File: config.mk
export PLATFORM = sky130hd
export DESIGN_NAME = request_key_encoder
export DESIGN_NICKNAME = d
export VERILOG_FILES = /design/src/rtl/request_key_encoder.sv
export SDC_FILE = /design/constraint.sdc
export NUM_CORES = 1
export LEC_CHECK = 0
export CORE_MARGIN = 4
export CORE_UTILIZATION = 41
export CTS_CLUSTER_SIZE = 28
export DETAILED_ROUTE_END_ITERATION = 8
export GPL_TIMING_DRIVEN = 0
export PLACE_DENSITY = 0.66
export SLEW_MARGIN = 30
export SYNTH_ARGS = -nofsm -noshare
export SYNTH_HDL_FRONTEND = slang
export SYNTH_SLANG_ARGS = --single-unit
File: constraint.sdc
create_clock -name clk -period 2.63 [get_ports clk]
set_input_delay 0.526 -clock clk [delete_from_list [all_inputs] [get_ports clk]]
set_output_delay 0.526 -clock clk [all_outputs]
set_load 0.02 [all_outputs]
File: src/rtl/request_key_encoder.sv
// request_key_encoder
// Turns 5-bit elevator request codes {elev,floor[2:0],down} into PS/2-style key
// events for the keyboard-input FSM. Each request becomes a make pulse, then
// HOLD_CYCLES idle cycles, then a break pulse, then GAP_CYCLES idle cycles.
// Requests are mapped to scan codes on entry and queued in a small FIFO.
// Codes that are not in the map are dropped and reported with an err_code pulse.
module request_key_encoder #(
    parameter int FIFO_DEPTH  = 4,
    parameter int HOLD_CYCLES = 16,
    parameter int GAP_CYCLES  = 4
) (
    input  logic                          clk,
    input  logic                          rst,
    input  logic                          req_valid,
    input  logic [4:0]                    req_code,
    output logic                          req_ready,
    output logic                          key_valid,
    output logic [8:0]                    last_change,
    output logic                          busy,
    output logic                          err_code,
    output logic [$clog2(FIFO_DEPTH):0]   fifo_count
);

    localparam int PTR_W   = $clog2(FIFO_DEPTH);
    localparam int CNT_MAX = (HOLD_CYCLES > GAP_CYCLES) ? HOLD_CYCLES : GAP_CYCLES;
    localparam int CNT_W   = $clog2(CNT_MAX + 1);

    localparam logic [PTR_W:0]   FIFO_FULL = (PTR_W + 1)'(FIFO_DEPTH);
    localparam logic [CNT_W-1:0] HOLD_LAST = CNT_W'(HOLD_CYCLES - 1);
    localparam logic [CNT_W-1:0] GAP_LAST  = CNT_W'(GAP_CYCLES - 1);

    typedef enum logic [2:0] {
        S_IDLE    = 3'd0,
        S_PRESS   = 3'd1,
        S_HOLD    = 3'd2,
        S_RELEASE = 3'd3,
        S_GAP     = 3'd4
    } state_t;

    // Request code to {valid, scan code}; anything outside the map is invalid.
    function automatic logic [9:0] map_code(input logic [4:0] code);
        logic [9:0] res;
        case (code)
            5'b0_001_0: res = {1'b1, 9'h016};
            5'b0_010_0: res = {1'b1, 9'h015};
            5'b0_010_1: res = {1'b1, 9'h01D};
            5'b0_011_0: res = {1'b1, 9'h01C};
            5'b0_011_1: res = {1'b1, 9'h01B};
            5'b0_100_1: res = {1'b1, 9'h022};
            5'b1_001_0: res = {1'b1, 9'h069};
            5'b1_010_0: res = {1'b1, 9'h072};
            5'b1_011_0: res = {1'b1, 9'h07A};
            5'b1_100_0: res = {1'b1, 9'h06B};
            default:    res = {1'b0, 9'h000};
        endcase
        return res;
    endfunction

    // FIFO storage holds already-mapped scan codes
    logic [8:0]       mem_q [FIFO_DEPTH];
    logic [PTR_W-1:0] wr_ptr_q;
    logic [PTR_W-1:0] rd_ptr_q;
    logic [PTR_W:0]   count_q;
    logic [PTR_W:0]   count_d;

    state_t           state_q;
    state_t           state_d;
    logic [CNT_W-1:0] cnt_q;
    logic [CNT_W-1:0] cnt_d;
    logic [8:0]       scan_q;
    logic [8:0]       scan_d;
    logic             key_valid_q;
    logic             key_valid_d;
    logic [8:0]       last_change_q;
    logic [8:0]       last_change_d;
    logic             err_q;
    logic             err_d;

    logic [9:0]       in_map_s;
    logic             full_s;
    logic             accept_s;
    logic             push_s;
    logic             pop_s;

    assign in_map_s = map_code(req_code);
    assign full_s   = (count_q == FIFO_FULL);
    assign accept_s = req_valid && !full_s;
    assign push_s   = accept_s && in_map_s[9];
    // The FSM only takes a new entry while idle
    assign pop_s    = (state_q == S_IDLE) && (count_q != '0);
    assign err_d    = accept_s && !in_map_s[9];

    // FIFO occupancy: simultaneous push and pop leaves the count unchanged
    always_comb begin
        count_d = count_q;
        case ({push_s, pop_s})
            2'b10:   count_d = count_q + (PTR_W + 1)'(1);
            2'b01:   count_d = count_q - (PTR_W + 1)'(1);
            default: count_d = count_q;
        endcase
    end

    // FIFO storage, power-of-two pointers wrap naturally
    always_ff @(posedge clk or posedge rst) begin
        if (rst) begin
            for (int i = 0; i < FIFO_DEPTH; i++) begin
                mem_q[i] <= 9'h000;
            end
            wr_ptr_q <= '0;
            rd_ptr_q <= '0;
            count_q  <= '0;
        end else begin
            if (push_s) begin
                mem_q[wr_ptr_q] <= in_map_s[8:0];
                wr_ptr_q        <= wr_ptr_q + PTR_W'(1);
            end
            if (pop_s) begin
                rd_ptr_q <= rd_ptr_q + PTR_W'(1);
            end
            count_q <= count_d;
        end
    end

    // Key-event sequencer: next state, interval counter and registered outputs
    always_comb begin
        state_d       = state_q;
        cnt_d         = cnt_q;
        scan_d        = scan_q;
        key_valid_d   = 1'b0;
        last_change_d = last_change_q;
        case (state_q)
            S_IDLE: begin
                if (pop_s) begin
                    scan_d  = mem_q[rd_ptr_q];
                    state_d = S_PRESS;
                end else begin
                    state_d = S_IDLE;
                end
            end
            S_PRESS: begin
                key_valid_d   = 1'b1;
                last_change_d = scan_q;
                cnt_d         = '0;
                state_d       = S_HOLD;
            end
            S_HOLD: begin
                if (cnt_q == HOLD_LAST) begin
                    cnt_d   = '0;
                    state_d = S_RELEASE;
                end else begin
                    cnt_d = cnt_q + CNT_W'(1);
                end
            end
            S_RELEASE: begin
                // Break reuses the scan code already presented with the make
                key_valid_d = 1'b1;
                cnt_d       = '0;
                state_d     = S_GAP;
            end
            S_GAP: begin
                if (cnt_q == GAP_LAST) begin
                    cnt_d   = '0;
                    state_d = S_IDLE;
                end else begin
                    cnt_d = cnt_q + CNT_W'(1);
                end
            end
            default: begin
                cnt_d   = '0;
                state_d = S_IDLE;
            end
        endcase
    end

    // Sequencer state and output registers; reset drops any in-flight event
    always_ff @(posedge clk or posedge rst) begin
        if (rst) begin
            state_q       <= S_IDLE;
            cnt_q         <= '0;
            scan_q        <= 9'h000;
            key_valid_q   <= 1'b0;
            last_change_q <= 9'h000;
            err_q         <= 1'b0;
        end else begin
            state_q       <= state_d;
            cnt_q         <= cnt_d;
            scan_q        <= scan_d;
            key_valid_q   <= key_valid_d;
            last_change_q <= last_change_d;
            err_q         <= err_d;
        end
    end

    assign req_ready   = !full_s;
    assign key_valid   = key_valid_q;
    assign last_change = last_change_q;
    assign err_code    = err_q;
    assign busy        = (state_q != S_IDLE) || (count_q != '0);
    assign fifo_count  = count_q;

endmodule
==> qor.csv <==
stage;metric;value;unit
place;number of port buffers;19;
logic_synthesis;flops & latches, synth;59;
die;I/O Pins;24;
die;Die X-Extent;93.2;microns
die;Core Rows;30;
die;die area;8680;sq um
die;initial core utilization;0.430;
logic_synthesis;Avg Inst Size Synth;13.2;sq um
global_routing;largest net degree at the start of global routing;37;
worst_setup_path;Worst R2R End;fifo_count[2];
power;Lkg Pwr;1.57;nW
global_routing;first-pass GRT wire length;8760;microns
job;Max Cap Viol;0;
worst_setup_path;Setup crit start kind;primary input;
detailed_routing;DR vias/cell;5.01;
cells_and_area;fin cells;356;
worst_setup_path;Worst Path Required;2.87;ns
global_routing;vias in the first global route;1705;
sta;endpoints failing hold;0;
sta;worst-margin pin slew;0.803;ns
place;placed cell count;342;
place;post-DP HPWL;3560;microns
logic_synthesis;Yosys cell types;51;
power;IR drop worst, VDD;0.564;mV
global_routing;antenna violations before repair;0;
global_routing;GRT Total Usage;0.134;
worst_setup_path;worst r2r src;fifo_count[0];
cells_and_area;diode count;0;
logic_synthesis;Mapped Cells;225;
global_routing;gr ovfl total;0;
worst_setup_path;critical path class;in2reg;
cells_and_area;fraction of layout cells with a size suffix above 1;0.323;
sta;crit share post-route;0.944;
power;power share of the clock group;0.184;
power;Comb power frac;0.423;
sta;fmax;403;MHz
detailed_routing;Vias;1783;
power;switch share;0.335;
clocking;CTS sink count;59;
cells_and_area;fin util;0.506;
cells_and_area;area grow syn2layout;17.5;%
worst_setup_path;worst setup path start;req_code[2];
detailed_routing;Detailed Routing Iterations Pass 1;4;
clocking;CTS tree;yes;
clocking;htree depth;3;
logic_synthesis;sequential area share after synthesis;0.497;
detailed_routing;Final ANT Viol Nets;0;
sta;Tmin final;2.48;ns
worst_setup_path;CP Max Fanout;7;
die;Die Y;93.2;microns
sta;Slew HR;0.463;
worst_setup_path;reg-to-reg setup timing slack;0.19;ns
clocking;Num CTS Buffers;9;
detailed_routing;Iteration-0 DRC Markers;62;
power;Switch Pwr;1.25;mW
detailed_routing;DR WL/cell;14.4;microns
clocking;Worst-Skew Late Latency;0.33;ns
logic_synthesis;Yosys warnings;0;
sta;setup violators final;0;
power;Seq pwr share;0.394;
place;Final GP Congestion;0.777;
worst_hold_path;Hold Path Origin;mem_q[21];
sta;clk_skew;0.00445;ns
worst_hold_path;Worst Hold Depth;1;
die;Core Area;6910;sq um
logic_synthesis;number of flops mapped to enable cells by yosys;0;
logic_synthesis;most common flop cell mapped by yosys;dfrtp_1;
power;P_int;2.48;mW
clocking;CTS clk-pin slew, worst paths;0.06;ns
clocking;CTS max path bufs;2;
sta;Slew Viols, Final;0;
worst_hold_path;WHS Endpoint;mem_q[21];
clocking;CTS root buffer;clkbuf_8;
outcome;status;finished clean;
worst_setup_path;crit path DAT;2.73;ns
logic_synthesis;Post-Synthesis Cell Area;2970;sq um
detailed_routing;# DRC;0;
worst_setup_path;cell depth of the worst flop-to-flop path;11;
cells_and_area;net count of the finished layout;276;
logic_synthesis;FFs w/ async S/R, synth;1.00;
worst_hold_path;worst hold-check path type;reg2reg;
worst_setup_path;critical path capture point type;flip-flop;
power;pwr/cell area;1070;nW/um^2
detailed_routing;Detailed Route WL;5130;microns
## power by group through the flow
stage               sequential [mW]  clock [mW]  combinational (mW)
floorplan                      1.52           0                1.11
global placement               1.47           0                1.53
detailed placement             1.48           0                1.58
CTS                            1.47       0.712                1.59
global route                   1.52       0.752                1.74
finish                         1.47       0.685                1.58
## what timing repair did
| action | CTS | global route |
|---|---|---|
| endpoints found under the setup margin | 0 | 2 |
| hold buffers | 0 | 0 |
| setup buffers | 0 | 2 |
| resized for setup | 0 | 2 |
## cells in the final DEF (no fill, tap or decap), types with 4 or more instances in the layout
cell / instances
clkdlybuf4s50_1: 19
mux2_2: 39
nand3_1: 8
nand2_1: 8
a21oi_4: 4
ha_1: 8
mux4_2: 7
o21ai_0: 4
clkbuf_8: 11
nor2_1: 9
inv_1: 11
xor2_1: 4
buf_4: 7
dfrtp_1: 59
## critical path, cell delays in order
cell and delay, ns:
clkdlybuf4s50_1 0.62, a21boi_1 0.34, o21bai_4 0.14, a21boi_4 0.19
inv_1 0.06, ha_1 0.21, inv_1 0.07, fa_1 0.40
mux2i_1 0.16
## per-stage QoR
| stage | power (mW) | TNS [ns] | hold WS, ns | setup slack [ns] | instance area [sq um] |
|---|---|---|---|---|---|
| 5_1_grt | 4.02 | -0.00968 | 0.512 | -0.00968 | 3490 |
| 6_report | 3.73 | 0 | 0.481 | 0.146 | 3490 |
| 2_1_floorplan | 2.63 | 0 | 0.452 | 0.178 | 2980 |
| 4_1_cts | 3.77 | 0 | 0.485 | 0.0822 | 3460 |
| 3_3_place_gp | 3.01 | -25.34 | 0.467 | -0.425 | 3290 |
| 3_5_place_dp | 3.06 | -0.450 | 0.472 | -0.266 | 3310 |
## worst max path at each step
stage                           endpoint  depth (start not counted)
after floorplan            fifo_count[2]                         11
after global placement    last_change[3]                          2
after detailed placement   fifo_count[2]                         11
after CTS                  fifo_count[2]                         11
after global routing       fifo_count[1]                          9
final                      fifo_count[1]                          9
## synth_stat cells, types with 3 or more instances
library cell / number / area (sq um)
dfrtp_1: 59 / 1480
mux2_2: 39 / 439
inv_1: 12 / 45.0
nor2_1: 9 / 33.8
ha_1: 8 / 100
nand2_1: 8 / 30.0
nand3_1: 8 / 40.0
mux4_2: 7 / 158
buf_4: 5 / 37.5
a21oi_4: 4 / 65.1
o21ai_0: 4 / 20.0
xor2_1: 4 / 35.0
mux2_1: 3 / 33.8
nand2b_1: 3 / 18.8
nor2b_1: 3 / 18.8
o22ai_1: 3 / 18.8
xnor2_1: 3 / 26.3
## area by class of cell
| type | instances | area [sq um] |
|---|---|---|
| Fill cell | 651 | 3410 |
| Sequential cell | 59 | 1480 |
| Multi-Input combinational cell | 143 | 1400 |
| Timing Repair Buffer | 22 | 225 |
| Clock buffer | 12 | 155 |
| Tap cell | 96 | 120 |
| Buffer | 12 | 68.8 |
| Inverter | 12 | 47.5 |
## cell families after synthesis
kind of cell    count (synthesis)  synth area share
flops                          59             0.497
mux                            52             0.224
simple gates                   44            0.0846
compound gates                 28            0.0888
buf+inv                        24            0.0383
fa+ha+maj                       9            0.0404
xor+xnor                        8            0.0261
other cells                     1           0.00126
## state kept, by name (all words and copies together), names as in the netlist
signal,flops
rd_ptr_q,2
state_q,3
scan_q,7
last_change,7
key_valid,1
fifo_count,3
cnt_q,5
wr_ptr_q,2
err_code,1
mem_q,28
## per-layer routing
metal,up-vias,global-route usage,routed length (microns)
li1,868,-,-
met3,11,0.0274,194
met5,-,0,0
met2,36,0.190,2280
met4,0,0.0842,150
met1,868,0.187,2510
Power figures use the tool's default switching activity.
